**src/rtl/mem_access_stage.sv**
```systemverilog
// mem_access_stage: MEM pipeline stage driving a registered req/ack data-memory port.
// Latency: non-memory ops pass through with zero latency; a load/store takes >= 3 cycles (IDLE+WAIT+RESP).
// Backpressure: mem_stall holds upstream from the accepting cycle through WAIT; dmem_req held until dmem_ack.
// Optional feature: define MEM_TIMEOUT_EN to abort a WAIT after TIMEOUT_CYCLES without ack (sticky mem_err).
module mem_access_stage #(
   parameter int ADDR_W         = 22,
   parameter int TIMEOUT_CYCLES = 255
) (
   input  logic              clk,
   input  logic              rst_n,
   input  logic              flush,
   input  logic              hlt,
   input  logic              EX_mem_re,
   input  logic              EX_mem_we,
   input  logic [31:0]       EX_ALU_result,
   input  logic [31:0]       EX_store_data,
   output logic              dmem_req,
   output logic              dmem_we,
   output logic [ADDR_W-1:0] dmem_addr,
   output logic [31:0]       dmem_wdata,
   input  logic              dmem_ack,
   input  logic [31:0]       dmem_rdata,
   output logic              mem_stall,
   output logic [31:0]       MEM_ALU_result,
   output logic              MEM_mem_ALU_select,
   output logic              mem_err
);

   typedef enum logic [1:0] {
      S_IDLE = 2'd0,
      S_WAIT = 2'd1,
      S_RESP = 2'd2
   } state_t;

   state_t              state_q, state_d;
   logic                access;
   logic                timeout_w;
   logic                req_q, req_d;
   logic                we_q, we_d;
   logic [ADDR_W-1:0]   addr_q, addr_d;
   logic [31:0]         wdata_q, wdata_d;
   logic [31:0]         rdata_q, rdata_d;
   logic                drop_q, drop_d;

   // A new access is only started from IDLE, and never for a killed or halted instruction.
   assign access = (EX_mem_re | EX_mem_we) & ~flush & ~hlt;

`ifdef MEM_TIMEOUT_EN
   localparam int CNT_W = $clog2(TIMEOUT_CYCLES + 1);

   logic [CNT_W-1:0] cnt_q, cnt_d;
   logic             err_q, err_d;

   // Abort on the WAIT cycle that would be the TIMEOUT_CYCLES-th without an ack.
   assign timeout_w = (state_q == S_WAIT) && !dmem_ack && (cnt_q == CNT_W'(TIMEOUT_CYCLES - 1));

   // Count ack-less WAIT cycles; counter is zero whenever we are not waiting; error is sticky.
   always_comb begin
      cnt_d = '0;
      err_d = err_q | timeout_w;
      if ((state_q == S_WAIT) && !dmem_ack && !timeout_w) begin
         cnt_d = cnt_q + 1'b1;
      end
   end

   // Timeout counter and sticky error register.
   always_ff @(posedge clk or negedge rst_n) begin
      if (!rst_n) begin
         cnt_q <= '0;
         err_q <= 1'b0;
      end else begin
         cnt_q <= cnt_d;
         err_q <= err_d;
      end
   end

   assign mem_err = err_q;
`else
   // The timeout length only matters when the timeout feature is compiled in.
   localparam int unused_timeout_cycles = TIMEOUT_CYCLES;

   assign timeout_w = 1'b0;
   assign mem_err   = 1'b0;
`endif

   // FSM state register.
   always_ff @(posedge clk or negedge rst_n) begin
      if (!rst_n) begin
         state_q <= S_IDLE;
      end else begin
         state_q <= state_d;
      end
   end

   // FSM next state: RESP always returns to IDLE so the held EX instruction is not reissued.
   always_comb begin
      state_d = state_q;
      case (state_q)
         S_IDLE:  if (access) state_d = S_WAIT;
         S_WAIT:  if (dmem_ack || timeout_w) state_d = S_RESP;
         S_RESP:  state_d = S_IDLE;
         default: state_d = S_IDLE;
      endcase
   end

   // Datapath next values: latch the request on accept, capture load data on ack, track drops.
   always_comb begin
      req_d   = req_q;
      we_d    = we_q;
      addr_d  = addr_q;
      wdata_d = wdata_q;
      rdata_d = rdata_q;
      drop_d  = drop_q;
      case (state_q)
         S_IDLE: begin
            if (access) begin
               req_d   = 1'b1;
               we_d    = EX_mem_we;
               addr_d  = EX_ALU_result[ADDR_W-1:0];
               wdata_d = EX_store_data;
            end
         end
         S_WAIT: begin
            // A flush cannot cancel a bus transaction already in flight; remember to discard it.
            if (flush) drop_d = 1'b1;
            if (dmem_ack) begin
               req_d = 1'b0;
               if (!we_q) rdata_d = dmem_rdata;
            end else if (timeout_w) begin
               req_d  = 1'b0;
               drop_d = 1'b1;
            end
         end
         S_RESP: begin
            drop_d = 1'b0;
         end
         default: begin
            req_d  = 1'b0;
            drop_d = 1'b0;
         end
      endcase
   end

   // Datapath registers; async reset drops an in-flight request immediately.
   always_ff @(posedge clk or negedge rst_n) begin
      if (!rst_n) begin
         req_q   <= 1'b0;
         we_q    <= 1'b0;
         addr_q  <= '0;
         wdata_q <= '0;
         rdata_q <= '0;
         drop_q  <= 1'b0;
      end else begin
         req_q   <= req_d;
         we_q    <= we_d;
         addr_q  <= addr_d;
         wdata_q <= wdata_d;
         rdata_q <= rdata_d;
         drop_q  <= drop_d;
      end
   end

   assign dmem_req   = req_q;
   assign dmem_we    = we_q;
   assign dmem_addr  = addr_q;
   assign dmem_wdata = wdata_q;

   // FSM outputs: stall and the result handed to MEM/WB.
   always_comb begin
      mem_stall          = 1'b0;
      MEM_ALU_result     = EX_ALU_result;
      MEM_mem_ALU_select = 1'b0;
      case (state_q)
         S_IDLE: begin
            mem_stall = access;
         end
         S_WAIT: begin
            mem_stall      = 1'b1;
            MEM_ALU_result = '0;
         end
         S_RESP: begin
            if (flush || drop_q) begin
               MEM_ALU_result = '0;
            end else if (!we_q) begin
               MEM_ALU_result     = rdata_q;
               MEM_mem_ALU_select = 1'b1;
            end
         end
         default: begin
            MEM_ALU_result = '0;
         end
      endcase
   end

endmodule
```
**config.mk**
```make
export PLATFORM = sky130hd
export DESIGN_NAME = mem_access_stage
export DESIGN_NICKNAME = d
export VERILOG_FILES = /design/src/rtl/mem_access_stage.sv
export SDC_FILE = /design/constraint.sdc
export NUM_CORES = 1
export LEC_CHECK = 0
export CAP_MARGIN = 40
export CORE_AREA = 2 2 98 100
export DETAILED_ROUTE_END_ITERATION = 16
export DIE_AREA = 0 0 100 102
export GPL_TIMING_DRIVEN = 0
export PLACE_DENSITY = 0.85
export SLEW_MARGIN = 10
export SYNTH_ARGS = -nofsm -noshare
export SYNTH_HDL_FRONTEND = slang
export SYNTH_SLANG_ARGS = --single-unit
```
**constraint.sdc**
```tcl
create_clock -name clk -period 4.55 [get_ports clk]
set_input_delay 0.91 -clock clk [delete_from_list [all_inputs] [get_ports clk]]
set_output_delay 0.91 -clock clk [all_outputs]
set_load 0.005 [all_outputs]
```
==> Word-level counts from Yosys, hierarchy flattened <==
Index checks and enable logic that the tools add are counted.
Widths: inputs -> output; s select.
{ "word_totals": {"register_bits": 91, "latch_bits": 0, "ramBits": 0, "mem_bits_ro": 0, "in_bits": 103, "wordCells": 42, "n_memories": 0} }
{ "classes": {"addsub": 0, "multipliers": 0, "div_mod_pow": 0, "order_cmp": 0, "n_eq_ne": 5, "shifts": 0, "muxes": 15, "bitwise": 8, "n_reduce_logical": 7} }
{ "ops": {"columns": ["cell", "n"], "rows": [
  ["$mux 32", 2],
  ["$pmux 32 s2", 1],
  ["$mux 1", 6],
  ["$ne 2x2->1 const B", 3],
  ["$reduce_and 2->1", 3],
  ["$reduce_and 3->1", 2],
  ["$not 1->1", 5],
  ["$mux 2", 2],
  ["$pmux 1 s2", 2],
  ["$pmux 2 s2", 1],
  ["$pmux 1 s3", 1],
  ["$and 1x1->1", 2],
  ["$eq 2x1->1 const B", 1],
  ["$eq 2x2->1 const B", 1],
  ["$logic_not 2->1", 1],
  ["$logic_or 1x1->1", 1],
  ["$or 1x1->1", 1]
]} }

==> Longest topological paths before layout <==
{ "logic_depth": {"ltp_word": 5, "ltp_mapped": 5, "mapped_depth_nobuf": 3} }

==> Worst setup path after synthesis <==
OpenSTA, ideal clock, no wires.
{ "synth_timing": {"kind": "in2out", "startpoint": "input flush", "endpoint": "output MEM_ALU_result[0]", "arrival_time_ns": 1.750, "path_slack_ns": 1.890, "cell_stages": 5, "path_cell_list": "nor2_1 > and3_2 > buf_2 > clkbuf_1 > a22o_1"} }
{ "synth_between": {"elab_chain_len": 3} }
{ "synth_lines": {"columns": ["item", "line_no", "rtl"], "rows": [
  ["start: declaration", "11", "input logic flush,"],
  ["$logic_or 1x1->1", "182", "if (flush || drop_q) begin"],
  ["$mux 32", "182", null],
  ["$pmux 32 s2", "173", "case (state_q)"],
  ["end: declaration", "24", "output logic [31:0] MEM_ALU_result,"]
]} }
Every way passes these cells.

==> Worst setup path in the final report <==
{ "layout_timing": {"startpoint": "input flush", "endpoint": "output MEM_ALU_result[22]"} }
Same word-level chain as after synthesis.

==> results.py <==
metrics = {
    "run_status": {
        "status": "complete, no violations",
    },
    "timing": {
        "skew_ns": 0.00997,
        "finalSetupViolCount": 0,
        "period_minus_slack_ns": 3.91,
        "clock.fmax_mhz": 256,
        "drv_slew": 0,
        "rsz0062_at_grt": "false",
        "tightest_slew_ns": 0.574,
        "min_period_over_period": 0.860,
        "holdWs_ns": 0.493,
        "hold_viol_final": 0,
        "slew_headroom": 0.618,
    },
    "critical_path": {
        "critPathKind": "in -> out",
        "slowest_stage": "clkdlybuf4s50_1",
        "cp.arrival_ns": 3.00,
        "start_kind": "primary input",
        "crit_chain": "clkdlybuf4s50_1 > nor2_1 > and3_2 > buf_2 > clkbuf_1 > a22o_1 > clkdlybuf4s50_1",
        "cp_common_cell": "clkdlybuf4s50_1",
        "slowest_delay_ns": 0.50,
        "critPathMaxFanout": 10,
        "cp_top_family": "buffers and inverters",
        "critPathCaptureType": "output pin",
        "critPathBufInv": 4,
        "required_ns": 3.64,
    },
    "logic_synthesis": {
        "synth.cell_area_um2": 3920,
        "synth_edf_count": 0,
        "synthArstFlopShare": 1.00,
        "post-synth-top-area-cell": "dfrtp_1",
        "synth_cell_types": 21,
        "seq_area_frac_synth": 0.581,
        "synth.top_cell.area_share": 0.581,
        "yosys-top-cells-count": "91 x dfrtp_1, 57 x mux2_2, 32 x a22o_1, 30 x mux2_4",
        "syn_nets": 350,
        "avgSynthCellArea_um2": 15.9,
        "synth_area_leaders": "dfrtp_1 58%, mux2_2 16%, mux2_4 12%",
        "synth_ff_type": "dfrtp_1",
        "ys_ff_latch": 91,
        "netlist_instances": 247,
        "ys_warn_count": 0,
        "yosysMostFrequentCell": "dfrtp_1",
    },
    "power_and_ir_drop": {
        "finalPower_mw": 2.79,
        "p_leak_nw": 2.60,
        "p_per_area_nw_per_um2": 450,
        "ir_drop_v": 0.000253,
    },
    "cells_and_area": {
        "fin_nets": 554,
        "layout-drive-gt1-share": 0.259,
        "syn2layout_area_growth_pct": 58.0,
        "n_antenna_cell": 0,
    },
    "floorplan": {
        "initial_core_util": 0.430,
        "die_w_um": 100,
        "die_h_um": 102,
        "rows": 35,
        "core_um2": 9110,
        "ioPinCount": 194,
        "dieArea_um2": 10200,
    },
    "global_routing": {
        "grt_pass1_wl_um": 15600,
        "grt.overflow.total": 0,
        "grt_start_max_net_pins": 51,
        "grt_pass1_vias": 3088,
        "antenna_found_initial": 0,
        "grt_usage": 0.196,
    },
    "placement": {
        "gp_congestion": 0.847,
        "dp_hpwl_um": 7670,
        "port-buffer-count": 192,
    },
    "detailed_routing": {
        "wl_per_cell_um": 17.7,
        "dr_total_vias": 2849,
        "antenna_left": 0,
        "drt_iter0_drc": 70,
        "wirelength_um": 10000,
        "drc": 0,
        "first_pass_iters": 4,
        "vias_per_cell": 5.03,
    },
    "cts": {
        "clk_latency_ns": 0.34,
        "cts_tree": "yes",
        "cts-root-buf": "clkbuf_8",
        "cts_setup_buffers": 0,
        "clockBufferDepth": 2,
        "cts_buffers": 9,
        "clock_sinks": 91,
        "htreeDepth": 3,
        "ctsResizeCount": 0,
        "clk_pin_slew_ns": 0.09,
        "hold_buffers": 0,
    },
    "min_path": {
        "worstHoldPathType": "reg -> reg",
    },
    "job": {
        "drv_cap": 0,
    },
}
-- registers in the layout, summed over array words and instances (netlist names) --
register	flops
dmem_addr	22
dmem_req	1
dmem_wdata	32
dmem_we	1
drop_q	1
rdata_q	32
state_q	2
-- layout by cell type (no fill, tap or decap) --
master           netlist  final
a31o_2                 1      1
a22o_1                32     32
nor2b_4                1      1
clkbuf_1               5      7
inv_1                  1      1
clkdlybuf4s50_1        0    191
o21ai_0                2      2
o211ai_1               1      1
nor2_1                 5      5
buf_4                  2      3
buf_6                  4      4
buf_12                 3      3
buf_2                  4      4
and3_2                 1      1
bufinv_16              0      1
buf_16                 0      1
conb_1                 1      1
o31ai_1                1      1
mux2_4                30     30
a21oi_1                2      2
clkbuf_8               0      9
nand2_1                2      2
dfrtp_1               91     91
and3b_1                1      1
clkinvlp_4             0      3
mux2_2                57     57
-- per-layer routing --
metal | vias to the layer above | track usage | part of all wire | wire length [um]
met3 | 8 | 0.0540 | 0.067 | 677
met1 | 1418 | 0.242 | 0.41 | 4100
li1 | 1308 | - | - | -
met4 | 0 | 0.0558 | 0.010 | 104
met2 | 115 | 0.342 | 0.51 | 5150
met5 | - | 0 | 0 | 0
-- through the flow --
| step | setup slack, ns | TNS [ns] | instances | cell area [um^2] | utilization |
|---|---|---|---|---|---|
| finish | 0.637 | 0 | 566 | 6190 | 0.679 |
| global route | 0.462 | 0 | 566 | 6190 | 0.679 |
| CTS | 0.619 | 0 | 566 | 6190 | 0.679 |
| detailed placement | 0.621 | 0 | 551 | 6000 | 0.659 |
| global placement | -0.677 | -61.15 | 550 | 5980 | 0.656 |
| floorplan | 1.89 | 0 | 247 | 3920 | - |
-- worst paths after layout --
kind                                  from                 end  slack, ns  cells after the start
worst max-delay path                 flush  MEM_ALU_result[22]       0.64                      7
worst min-delay path              dmem_req            dmem_req       0.49                      2
worst max register to register  state_q[1]       dmem_addr[21]       2.97                      5
worst min register to register    dmem_req            dmem_req       0.49                      2
min in group asynchronous            rst_n       dmem_wdata[9]       0.54                      1
max in group asynchronous            rst_n          rdata_q[0]       3.36                      2
-- worst min-delay path, delay by kind of cell (launching register included) --
| family | cells | cell delay [ns] |
|---|---|---|
| and+or+nand+nor | 2 | 0.12 |
| DFF | 1 | 0.35 |
-- where the power goes --
part | leakage [nW] | switching, mW | internal (mW) | total [mW]
Combinational | 1.44 | 0.277 | 0.723 | 0.999
Sequential | 1.08 | 0.166 | 1.10 | 1.26
Clock | 0.0816 | 0.271 | 0.252 | 0.523
Total | 2.60 | 0.714 | 2.07 | 2.79
-- cell families (layout without fill, tap and decap cells) --
kind of cell | Yosys count | in the layout | share of synthesized area
other | 1 | 1 | 0.000958
and+or+nand+nor | 10 | 10 | 0.0144
buffers and inverters | 19 | 227 | 0.0415
muxes | 87 | 87 | 0.279
DFF | 91 | 91 | 0.581
AOI/OAI and AO/OA | 39 | 39 | 0.0827
-- area by class of cell --
| cell class | instances | area [um^2] |
|---|---|---|
| inverters | 1 | 3.75 |
| plain buffers | 18 | 159 |
| clock inverters | 4 | 52.6 |
| well taps | 111 | 139 |
| flip-flops and latches | 91 | 2280 |
| clock buffers | 11 | 131 |
| multi-input cells | 137 | 1480 |
| fillers | 694 | 2920 |
| repair buffers | 193 | 1950 |
No activity file was read; power rests on OpenSTA's default activity.
